$ cat config.mk
export PLATFORM = sky130hd
export DESIGN_NAME = load_store_unit_flat
export DESIGN_NICKNAME = d
export VERILOG_FILES = /design/src/rtl/riscv_definitions.sv /design/src/rtl/load_store_unit_if.sv /design/src/rtl/lsu_load_align.sv /design/src/rtl/load_store_unit.sv /design/src/flat_wrapper.sv
export SDC_FILE = /design/constraint.sdc
export NUM_CORES = 1
export LEC_CHECK = 0
export ABC_CLOCK_PERIOD_IN_PS = 1600
export BUFFER_PORTS_ARGS = -buffer_cell sky130_fd_sc_hd__buf_2
export CAP_MARGIN = 0
export CORE_MARGIN = 8
export CORE_UTILIZATION = 44
export DETAILED_ROUTE_END_ITERATION = 8
export PLACE_DENSITY_LB_ADDON = 0.3
export SLEW_MARGIN = 20
export SYNTH_ARGS = -nofsm -noshare
export SYNTH_HDL_FRONTEND = slang
export SYNTH_SLANG_ARGS = --single-unit
$ cat constraint.sdc
create_clock -name clk -period 1.6 [get_ports clk]
set_input_delay 0.24 -clock clk [delete_from_list [all_inputs] [get_ports clk]]
set_output_delay 0.24 -clock clk [all_outputs]
set_load 0.01 [all_outputs]
$ cat src/rtl/riscv_definitions.sv
// Shared types for the load/store unit: bus/register types, funct3 encodings,
// LSU FSM states and the byte-enable, store-replication and load-extension helpers.
package riscv_definitions;

    typedef logic [31:0] dataBus_t;
    typedef logic [4:0]  regAddr_t;

    typedef enum logic [2:0] {
        LB  = 3'b000,
        LH  = 3'b001,
        LW  = 3'b010,
        LBU = 3'b100,
        LHU = 3'b101
    } loadFunct3_e;

    typedef enum logic [2:0] {
        SB = 3'b000,
        SH = 3'b001,
        SW = 3'b010
    } storeFunct3_e;

    typedef enum logic [1:0] {
        IDLE = 2'd0,
        REQ  = 2'd1,
        WAIT = 2'd2
    } lsuState_e;

    typedef enum logic [1:0] {
        SZ_BYTE = 2'd0,
        SZ_HALF = 2'd1,
        SZ_WORD = 2'd2
    } accSize_e;

    // Anything outside the defined funct3 codes of the class falls back to a word access.
    function automatic accSize_e access_size(input logic is_load, input logic [2:0] funct3);
        accSize_e sz;
        sz = SZ_WORD;
        if (is_load) begin
            case (funct3)
                LB, LBU: sz = SZ_BYTE;
                LH, LHU: sz = SZ_HALF;
                default: sz = SZ_WORD;
            endcase
        end else begin
            case (funct3)
                SB:      sz = SZ_BYTE;
                SH:      sz = SZ_HALF;
                default: sz = SZ_WORD;
            endcase
        end
        return sz;
    endfunction

    function automatic dataBus_t align_addr(input accSize_e size, input dataBus_t addr);
        dataBus_t res;
        case (size)
            SZ_BYTE: res = addr;
            SZ_HALF: res = {addr[31:1], 1'b0};
            default: res = {addr[31:2], 2'b00};
        endcase
        return res;
    endfunction

    function automatic logic is_misaligned(input accSize_e size, input logic [1:0] offset);
        logic res;
        case (size)
            SZ_BYTE: res = 1'b0;
            SZ_HALF: res = offset[0];
            default: res = (offset != 2'b00);
        endcase
        return res;
    endfunction

    function automatic logic [3:0] store_be(input accSize_e size, input logic [1:0] offset);
        logic [3:0] res;
        case (size)
            SZ_BYTE: res = 4'b0001 << offset;
            SZ_HALF: res = 4'b0011 << {offset[1], 1'b0};
            default: res = 4'b1111;
        endcase
        return res;
    endfunction

    function automatic dataBus_t store_data(input accSize_e size, input dataBus_t wdata);
        dataBus_t res;
        case (size)
            SZ_BYTE: res = {4{wdata[7:0]}};
            SZ_HALF: res = {2{wdata[15:0]}};
            default: res = wdata;
        endcase
        return res;
    endfunction

    // Lane already shifted down to bit 0; extend according to size and signedness.
    function automatic dataBus_t load_extend(input accSize_e size, input logic is_unsigned,
                                             input dataBus_t lane);
        dataBus_t res;
        case (size)
            SZ_BYTE: res = is_unsigned ? {24'h00_0000, lane[7:0]} : {{24{lane[7]}}, lane[7:0]};
            SZ_HALF: res = is_unsigned ? {16'h0000, lane[15:0]}   : {{16{lane[15]}}, lane[15:0]};
            default: res = lane;
        endcase
        return res;
    endfunction

endpackage

$ cat src/rtl/load_store_unit_if.sv
// Data-memory bus between the load/store unit (master) and data memory (slave).
interface load_store_unit_if;
    import riscv_definitions::*;

    logic       dmem_req_o;
    logic       dmem_we_o;
    logic [3:0] dmem_be_o;
    dataBus_t   dmem_addr_o;
    dataBus_t   dmem_wdata_o;
    logic       dmem_gnt_i;
    logic       dmem_rvalid_i;
    dataBus_t   dmem_rdata_i;

    modport master (
        output dmem_req_o, dmem_we_o, dmem_be_o, dmem_addr_o, dmem_wdata_o,
        input  dmem_gnt_i, dmem_rvalid_i, dmem_rdata_i
    );

    modport slave (
        input  dmem_req_o, dmem_we_o, dmem_be_o, dmem_addr_o, dmem_wdata_o,
        output dmem_gnt_i, dmem_rvalid_i, dmem_rdata_i
    );
endinterface

$ cat src/rtl/lsu_load_align.sv
// Load return path: selects the little-endian lane addressed by the access offset
// and sign/zero-extends it to 32 bits.
module lsu_load_align
    import riscv_definitions::*;
(
    input  dataBus_t   i_rdata,
    input  logic [1:0] i_offset,
    input  accSize_e   i_size,
    input  logic       i_unsigned,
    output dataBus_t   o_data
);

    dataBus_t w_shifted;

    // Shift the addressed lane to bit 0, then extend.
    always_comb begin
        w_shifted = i_rdata >> {i_offset, 3'b000};
        o_data    = load_extend(i_size, i_unsigned, w_shifted);
    end

endmodule

$ cat src/rtl/load_store_unit.sv
// Single-outstanding load/store unit: IDLE/REQ/WAIT FSM with grant handshake and
// read-data timeout. Optional macro LSU_MISALIGN_TRAP_EN traps misaligned accesses.
module load_store_unit
    import riscv_definitions::*;
#(
    parameter int DMEM_TIMEOUT = 16
) (
    input  logic     clk,
    input  logic     rst,
    input  logic     ex_valid_i,
    input  logic     ex_is_load_i,
    input  logic     ex_is_store_i,
    input  logic [2:0] ex_funct3_i,
    input  dataBus_t ex_addr_i,
    input  dataBus_t ex_wdata_i,
    input  regAddr_t ex_rd_i,
    output logic     stall_o,
    output logic     wb_valid_o,
    output regAddr_t wb_rd_o,
    output dataBus_t wb_data_o,
    output logic     bus_err_o,
`ifdef LSU_MISALIGN_TRAP_EN
    output logic     misalign_o,
`endif
    load_store_unit_if.master dmem
);

    localparam int CW = (DMEM_TIMEOUT > 1) ? $clog2(DMEM_TIMEOUT) : 1;
    localparam logic [CW-1:0] TO_LAST = CW'(DMEM_TIMEOUT - 1);

    lsuState_e     r_state;
    logic          r_is_load;
    accSize_e      r_size;
    logic          r_unsigned;
    logic [1:0]    r_offset;
    regAddr_t      r_rd;
    logic [CW-1:0] r_wait_cnt;
    logic          r_dmem_req;
    logic          r_dmem_we;
    logic [3:0]    r_dmem_be;
    dataBus_t      r_dmem_addr;
    dataBus_t      r_dmem_wdata;
    logic          r_wb_valid;
    regAddr_t      r_wb_rd;
    dataBus_t      r_wb_data;
    logic          r_bus_err;
`ifdef LSU_MISALIGN_TRAP_EN
    logic          r_misalign;
`endif

    logic     w_accept;
    logic     w_misalign;
    logic     w_start;
    logic     w_store_done;
    logic     w_load_done;
    logic     w_timeout;
    accSize_e w_size;
    dataBus_t w_addr_al;
    dataBus_t w_load_data;

    lsu_load_align u_load_align (
        .i_rdata    (dmem.dmem_rdata_i),
        .i_offset   (r_offset),
        .i_size     (r_size),
        .i_unsigned (r_unsigned),
        .o_data     (w_load_data)
    );

    // Accept decode, completion events and the combinational stall.
    always_comb begin
        w_accept  = (r_state == IDLE) && ex_valid_i && (ex_is_load_i || ex_is_store_i);
        w_size    = access_size(ex_is_load_i, ex_funct3_i);
        w_addr_al = align_addr(w_size, ex_addr_i);
`ifdef LSU_MISALIGN_TRAP_EN
        w_misalign = is_misaligned(w_size, ex_addr_i[1:0]);
`else
        w_misalign = 1'b0;
`endif
        w_start      = w_accept && !w_misalign;
        w_store_done = (r_state == REQ) && dmem.dmem_gnt_i && !r_is_load;
        w_load_done  = (r_state == WAIT) && dmem.dmem_rvalid_i;
        w_timeout    = (r_state == WAIT) && !dmem.dmem_rvalid_i && (r_wait_cnt == TO_LAST);
        stall_o      = w_start
                     || ((r_state == REQ) && !w_store_done)
                     || ((r_state == WAIT) && !w_load_done && !w_timeout);
    end

    // Access FSM with registered bus, writeback and error outputs.
    always_ff @(posedge clk) begin
        if (rst) begin
            r_state      <= IDLE;
            r_is_load    <= 1'b0;
            r_size       <= SZ_WORD;
            r_unsigned   <= 1'b0;
            r_offset     <= 2'b00;
            r_rd         <= 5'd0;
            r_wait_cnt   <= '0;
            r_dmem_req   <= 1'b0;
            r_dmem_we    <= 1'b0;
            r_dmem_be    <= 4'b0000;
            r_dmem_addr  <= 32'h0000_0000;
            r_dmem_wdata <= 32'h0000_0000;
            r_wb_valid   <= 1'b0;
            r_wb_rd      <= 5'd0;
            r_wb_data    <= 32'h0000_0000;
            r_bus_err    <= 1'b0;
`ifdef LSU_MISALIGN_TRAP_EN
            r_misalign   <= 1'b0;
`endif
        end else begin
            r_wb_valid <= 1'b0;
            r_bus_err  <= 1'b0;
`ifdef LSU_MISALIGN_TRAP_EN
            r_misalign <= w_accept && w_misalign;
`endif
            case (r_state)
                IDLE: begin
                    if (w_start) begin
                        r_state      <= REQ;
                        r_is_load    <= ex_is_load_i;
                        r_size       <= w_size;
                        r_unsigned   <= ex_funct3_i[2];
                        r_offset     <= w_addr_al[1:0];
                        r_rd         <= ex_rd_i;
                        r_dmem_req   <= 1'b1;
                        r_dmem_we    <= !ex_is_load_i;
                        r_dmem_be    <= store_be(w_size, w_addr_al[1:0]);
                        r_dmem_addr  <= {w_addr_al[31:2], 2'b00};
                        r_dmem_wdata <= store_data(w_size, ex_wdata_i);
                    end
                end
                REQ: begin
                    if (dmem.dmem_gnt_i) begin
                        r_dmem_req <= 1'b0;
                        r_dmem_we  <= 1'b0;
                        r_wait_cnt <= '0;
                        r_state    <= r_is_load ? WAIT : IDLE;
                    end
                end
                WAIT: begin
                    if (dmem.dmem_rvalid_i) begin
                        r_state    <= IDLE;
                        r_wb_valid <= 1'b1;
                        r_wb_rd    <= r_rd;
                        r_wb_data  <= w_load_data;
                    end else if (w_timeout) begin
                        r_state    <= IDLE;
                        r_bus_err  <= 1'b1;
                        r_wait_cnt <= '0;
                    end else begin
                        r_wait_cnt <= r_wait_cnt + CW'(1);
                    end
                end
                default: begin
                    r_state    <= IDLE;
                    r_dmem_req <= 1'b0;
                end
            endcase
        end
    end

    assign dmem.dmem_req_o   = r_dmem_req;
    assign dmem.dmem_we_o    = r_dmem_we;
    assign dmem.dmem_be_o    = r_dmem_be;
    assign dmem.dmem_addr_o  = r_dmem_addr;
    assign dmem.dmem_wdata_o = r_dmem_wdata;
    assign wb_valid_o        = r_wb_valid;
    assign wb_rd_o           = r_wb_rd;
    assign wb_data_o         = r_wb_data;
    assign bus_err_o         = r_bus_err;
`ifdef LSU_MISALIGN_TRAP_EN
    assign misalign_o        = r_misalign;
`endif

endmodule

$ cat src/flat_wrapper.sv
// flat-port wrapper written by rule: the top's interface ports become plain ports
module load_store_unit_flat import riscv_definitions::*;
#(
    parameter int DMEM_TIMEOUT = 16
)
  (clk, rst, ex_valid_i, ex_is_load_i, ex_is_store_i, ex_funct3_i, ex_addr_i, ex_wdata_i, ex_rd_i, stall_o, wb_valid_o, wb_rd_o, wb_data_o, bus_err_o, dmem_dmem_req_o, dmem_dmem_we_o, dmem_dmem_be_o, dmem_dmem_addr_o, dmem_dmem_wdata_o, dmem_dmem_gnt_i, dmem_dmem_rvalid_i, dmem_dmem_rdata_i);
  load_store_unit_if dmem_i ();
  input  logic clk;
  input  logic rst;
  input  logic ex_valid_i;
  input  logic ex_is_load_i;
  input  logic ex_is_store_i;
  input  logic [2:0] ex_funct3_i;
  input  dataBus_t ex_addr_i;
  input  dataBus_t ex_wdata_i;
  input  regAddr_t ex_rd_i;
  output logic stall_o;
  output logic wb_valid_o;
  output regAddr_t wb_rd_o;
  output dataBus_t wb_data_o;
  output logic bus_err_o;
  output wire logic [$bits(dmem_i.dmem_req_o)-1:0] dmem_dmem_req_o;
  output wire logic [$bits(dmem_i.dmem_we_o)-1:0] dmem_dmem_we_o;
  output wire logic [$bits(dmem_i.dmem_be_o)-1:0] dmem_dmem_be_o;
  output wire logic [$bits(dmem_i.dmem_addr_o)-1:0] dmem_dmem_addr_o;
  output wire logic [$bits(dmem_i.dmem_wdata_o)-1:0] dmem_dmem_wdata_o;
  input wire logic [$bits(dmem_i.dmem_gnt_i)-1:0] dmem_dmem_gnt_i;
  input wire logic [$bits(dmem_i.dmem_rvalid_i)-1:0] dmem_dmem_rvalid_i;
  input wire logic [$bits(dmem_i.dmem_rdata_i)-1:0] dmem_dmem_rdata_i;
  assign dmem_dmem_req_o = dmem_i.dmem_req_o;
  assign dmem_dmem_we_o = dmem_i.dmem_we_o;
  assign dmem_dmem_be_o = dmem_i.dmem_be_o;
  assign dmem_dmem_addr_o = dmem_i.dmem_addr_o;
  assign dmem_dmem_wdata_o = dmem_i.dmem_wdata_o;
  assign dmem_i.dmem_gnt_i = dmem_dmem_gnt_i;
  assign dmem_i.dmem_rvalid_i = dmem_dmem_rvalid_i;
  assign dmem_i.dmem_rdata_i = dmem_dmem_rdata_i;
  load_store_unit #(.DMEM_TIMEOUT(DMEM_TIMEOUT)) u_core (.clk(clk), .rst(rst), .ex_valid_i(ex_valid_i), .ex_is_load_i(ex_is_load_i), .ex_is_store_i(ex_is_store_i), .ex_funct3_i(ex_funct3_i), .ex_addr_i(ex_addr_i), .ex_wdata_i(ex_wdata_i), .ex_rd_i(ex_rd_i), .stall_o(stall_o), .wb_valid_o(wb_valid_o), .wb_rd_o(wb_rd_o), .wb_data_o(wb_data_o), .bus_err_o(bus_err_o), .dmem(dmem_i));
endmodule
After elaboration in Yosys (flattened, before gate mapping)
Cells that the tools add are included.

storage, ports and cells
  register bits after elaboration = 124
  latch bits = 0
  RAM bits = 0
  memory bits (read-only) = 0
  bits of input ports = 111
  output and inout port bits = 110
  logic and storage cells = 94
  memories kept = 0

cells by class
  add/subtract/negate cells = 1
  multiply operators = 0
  div/mod/pow operators = 0
  $lt $le $gt $ge = 0
  eq/ne operators = 12
  shifts and indexed selects = 3
  mux-type cells = 26
  bitwise logic cells = 1
  reduce and logical (&&, ||, !) cells = 35

operators with widths
  cell                                                                    number
  32-bit case mux with 2 select lines                                     2
  32-bit two-way mux                                                      2
  32-bit by 5-bit right shift with 32-bit output                          1
  4-bit case mux with 2 select lines                                      2
  2-bit two-way mux                                                       6
  4-bit two-way mux                                                       3
  2-bit case mux with 2 select lines                                      3
  3-bit AND reduction                                                     4
  1-bit logical AND                                                       10
  2-bit by 1-bit equality test with 1-bit output (second input constant)  3
  3-bit equality test (second input constant)                             2
  1-bit logical NOT                                                       6
  2-bit logical NOT                                                       3
  2-bit case mux with 3 select lines                                      1
  2-bit OR reduction                                                      3
  1-bit two-way mux                                                       5
  4-bit by 1-bit adder with 4-bit output (second input constant)          1
  4-bit equality test (second input constant)                             1
  2-bit != test (second input constant)                                   2
  2-bit AND reduction                                                     2
  2-bit nonzero test                                                      2
  1-bit by 2-bit left shift with 4-bit output (first input constant)      1
  2-bit by 2-bit left shift with 4-bit output (first input constant)      1
  3-bit by 1-bit equality test with 1-bit output (second input constant)  1
  9 further kinds                                                         11

Longest topological paths before layout
  word-level depth = 8
  depth in mapped cells = 7
  gate-level depth less buffers = 5

By module
Synthesis repeated with hierarchy kept, for this count alone.

second synthesis, totals
  cell total of the unflattened synthesis = 681
  area, all modules = 5517.8 um2

modules (own cells, without submodules)
  module           times used  cells each  area an instance (um2)
  load_store_unit  1           578         4749.6
  lsu_load_align   1           103         768.2

Worst setup path before layout
Ideal clock, no wire load.

  kind = reg2reg
  from = reg u_core.r_offset[0]
  to = reg u_core.r_wb_data[16], in the netlist u_core.wb_data_o[16]
  arrival time = 1385 ps
  required time = 1461 ps
  setup slack = 76 ps
  cell stages (with the launch flop) = 7
  clock period less this slack = 1524 ps
  cells stage by stage = dfxtp_1 -> buf_4 -> mux2i_1 -> o211ai_2 -> a31oi_2 -> buf_6 -> a211oi_2

on the way
  word-level cells in the longest chain between the ends = 3
  elaborated cells on any way between the ends = 4
  those cells by class = shift (1); mux (3)

ends and longest elaborated chain
  element                                             line                                               text
  start, declared                                     load_store_unit.sv:35                              logic [1:0] r_offset;
  start signal, assigned                              load_store_unit.sv:123                             r_offset <= w_addr_al[1:0];
  32-bit by 5-bit right shift with 32-bit output (*)  lsu_load_align.sv:17                               w_shifted = i_rdata >> {i_offset, 3'b000};
  32-bit two-way mux (on tied branches)               riscv_definitions.sv:100, riscv_definitions.sv:99
  32-bit case mux with 2 select lines (*)             riscv_definitions.sv:98                            case (size)
  end signal, assigned                                load_store_unit.sv:145                             r_wb_data <= w_load_data;
  end, declared                                       load_store_unit.sv:45                              dataBus_t r_wb_data;

Mark *: on every way between the ends. The rest lies on a longest branch, timed or not.
A chain may end at the register's enable or synchronous reset.

Worst setup path in the final report
  from = reg u_core.r_wait_cnt[0]
  to = out stall_o

on the way
  word-level cells in the longest chain between the ends = 5

ends and longest elaborated chain
  element                 line                    text
  start, declared         load_store_unit.sv:37   logic [CW-1:0] r_wait_cnt;
  start signal, assigned  load_store_unit.sv:151  r_wait_cnt <= r_wait_cnt + CW'(1);
  4-bit equality test     load_store_unit.sv:82   w_timeout = (r_state == WAIT) && !dmem.dmem_rvalid_i && (r_wait_cnt == TO_LAST);
  1-bit logical AND       load_store_unit.sv:82
  1-bit logical NOT       load_store_unit.sv:85   || ((r_state == WAIT) && !w_load_done && !w_timeout);
  1-bit logical AND       load_store_unit.sv:85
  1-bit logical OR        load_store_unit.sv:85
  end, declared           flat_wrapper.sv:17      output logic stall_o;

Every way passes these cells.

==> summary.md <==
| Metric | Value |
|---|---|
| Largest net degree at the start of global routing | 45 |
| CTS H-tree depth | 4 |
| Die height | 126.6 µm |
| Async set or reset register ratio after synthesis | 0% |
| Die ar. | 16,040 µm² |
| Worst EP required | 1.36 ns |
| Total gr overflow | 0 |
| First-pass GRT wire length | 27,140 µm |
| Fin. Hold Viols | 0 |
| GP Congestion | 0.8606 |
| DP HPWL | 13,030 µm |
| CTS Sinks | 124 |
| Critical path arrival | 1.58 ns |
| CTS buffer count | 17 |
| Via count | 5,411 |
| CP Max Fanout | 3 |
| CP Class | flip-flop to output pin |
| First-pass DRT Iterations | 4 |
| CP endpoint kind | output pin |
| Hold depth | 3 |
| FMAX | 548.9 MHz |
| Most common cell after layout, fill and taps aside | buf_2 |
| Drt total wl | 17,260 µm |
| Peak VDD IR | 0.7187 mV |
| Final Skew | 0.004737 ns |
| EDFF count, synth | 0 |
| Vias in the first global route | 5,434 |
| Share of cells above drive strength 1 | 36.92% |
| Die Span X | 126.6 µm |
| Crit path launch type | flip-flop |
| Violated checks | setup timing |
| Flops & latches, synth | 124 |
| Max_cap viols | 0 |
| Port Buf Inserts | 218 |
| Worst Hold End | u_core.dmem.dmem_addr_o[21]$_SDFFE_PP0P_ |
| Top cell type's share of synthesized area | 46.09% |
| Fin area | 7368 µm² |
| Area post-placement | 6733 µm² |
| Routed Antenna Nets | 0 |
| Clk_lat worst skew | 0.42 ns |
| Cell variety after synth | 48 |
| Clk root buf | clkbuf_16 |
| Core ar. | 11,960 µm² |
| Wire per inst | 17.08 µm |
| Initial antenna violation count | 1 |
| Ports | 221 |
| Ant. Diodes | 0 |
| Sequential-to-total area share from yosys stat | 46.09% |
| Worst hold path type | primary input to flip-flop |
| Vias per cell | 5.352 |
| RSZ-0062 raised after global routing | yes |
| Max Slew Vio Count | 0 |
| Post-synth top flop | dfxtp_1 |
| Rows | 40 |
| Layout Nets | 963 |
| Main area contributors after synthesis | dfxtp_1, nand2_1, mux2i_1 |
| Most frequent cells in the layout | buf_2, nand2_1, dfxtp_1 |
| CTS tree | done |
| Tmin final | 1.822 ns |
| Final worst-path cycle share | 113.9% |
| R2R cell count | 6 |
| CTS clk-pin slew, worst paths | 0.06 ns |
| P&R area growth vs syn | 36.79% |
| Pleak | 3.243 nW |
| Cell count after synthesis | 630 |
| Post-Place Cells | 975 |
| Setup violation total in the final timing report | 1 |
| Origin of the worst min-delay path | ex_addr_i[21] |
| Non-filler instance count after layout | 1,011 |
| YS warnings | 0 |
| Max Buffers Root-to-Sink | 2 |
| Post-Syn Area per Cell | 8.550 µm² |
| R2R Path Start | u_core.r_state[1]$_SDFFE_PP0P_ |
| Status | complete, but fails checks |
| PD cells | 1093 nW/µm² |
| First DRT Iteration DRCs | 450 |
| Syn Std Cell Area | 5386 µm² |
| Worst setup margin | -0.2220 ns |
| Worst r2r dst | u_core.r_wait_cnt[2]$_SDFFE_PP0P_ |
| Synth area leader | dfxtp_1 |
| Initial Utilization | 45.03% |
| DRC Markers | 0 |
| R2r setup slk | 0.11 ns |
| Total track usage | 21.19% |
==> timing repair <==
| item | 4_1_cts | 5_1_grt |
|---|---|---|
| hold buffers | 0 | 0 |
| setup endpoints to repair | 2 | 13 |
| resized for setup | 10 | 2 |
| setup buffers | 3 | 1 |
==> power breakdown <==
| part | internal [mW] | switching [mW] |
|---|---|---|
| Combinational | 0.449 | 0.604 |
| Clock | 2.28 | 1.42 |
| Sequential | 3.23 | 0.0772 |
| Total | 5.96 | 2.10 |
==> worst max-delay path by stage <==
stage               depth (start not counted)                                 to                         startpoint
floorplan                                   6  u_core.wb_data_o[16]$_SDFFE_PP0P_    u_core.r_offset[0]$_SDFFE_PP0P_
global placement                            4  u_core.wb_data_o[14]$_SDFFE_PP0P_    u_core.r_offset[0]$_SDFFE_PP0P_
detailed placement                          4  u_core.wb_data_o[10]$_SDFFE_PP0P_    u_core.r_offset[0]$_SDFFE_PP0P_
CTS                                         5                            stall_o     u_core.r_state[1]$_SDFFE_PP0P_
global route                                5                            stall_o  u_core.r_wait_cnt[0]$_SDFFE_PP0P_
finish                                      5                            stall_o  u_core.r_wait_cnt[0]$_SDFFE_PP0P_
==> logic make-up (layout without fill, tap and decap cells) <==
kind of cell    Yosys count  after routing  synth area share, %
mux                      50             50                9.756
fa+ha+maj                 1              1               0.2323
compound gates          166            166                20.72
simple gates            229            229                17.70
flops                   124            124                46.09
buf+inv                  59            292                5.436
other cells               1              2              0.06962
==> layout make-up <==
| cell class | count | area [µm²] |
|---|---|---|
| clock buffer | 17 | 425.4 |
| clock inverter | 15 | 150.1 |
| fill | 1036 | 4593 |
| inverter | 6 | 22.52 |
| multi-input combinational | 448 | 2643 |
| sequential | 124 | 2492 |
| tap | 147 | 183.9 |
| timing repair buffer | 254 | 1451 |
==> worst max-delay path, cell delays in order (launching register included) <==
cell     delay, ns
dfxtp_4       0.36
ha_4          0.15
nand3_2       0.09
and2_4        0.15
a311o_1       0.27
buf_2         0.15
==> synthesized netlist by cell type, types with 2 or more instances <==
library cell    n
nand2_1       143
dfxtp_1       124
a21oi_1        80
nor2_1         48
mux2i_1        42
a211oi_1       22
buf_2          21
clkbuf_1       21
o211ai_1       16
nand3_1        14
o21ai_0        13
a211oi_2       10
a22o_1          7
buf_4           7
mux2_2          7
a311oi_1        5
inv_1           5
nand2b_1        5
nor3_1          4
and2_1          3
and2b_1         2
buf_1           2
nand3b_1        2
nor3b_1         2
o21bai_1        2
==> per-stage QoR <==
stage               setup slack, ns  util, %  setup TNS [ns]  power [mW]  hold slack, ns
floorplan                   0.07592        -               0       3.944          0.3529
global placement            0.04865    56.29               0       4.397          0.4384
detailed placement          0.03338    56.29               0       4.426          0.4436
CTS                         -0.2376    61.54         -0.2376       8.132         0.03999
global route                -0.2713    61.60         -0.2713       8.378         0.04827
finish                      -0.2220    61.60         -0.2220       8.057         0.05475
==> layer usage <==
metal | wire length (µm) | global-route usage (%) | up-vias
met2 | 8428 | 35.79 | 222
met4 | 494 | 9.979 | 2
met5 | 10 | 0 | -
met1 | 6597 | 22.28 | 2526
met3 | 1734 | 9.300 | 38
li1 | - | - | 2623
==> state kept, by name, summed over array words and instances (netlist names), 2 cells and up <==
register                  flops
u_core.dmem.dmem_wdata_o     32
u_core.wb_data_o             32
u_core.wb_rd_o                5
u_core.r_rd                   5
u_core.r_size                 2
u_core.dmem.dmem_addr_o      30
u_core.r_offset               2
u_core.r_state                2
u_core.dmem.dmem_be_o         4
u_core.r_wait_cnt             4
Power figures use the tool's default switching activity.
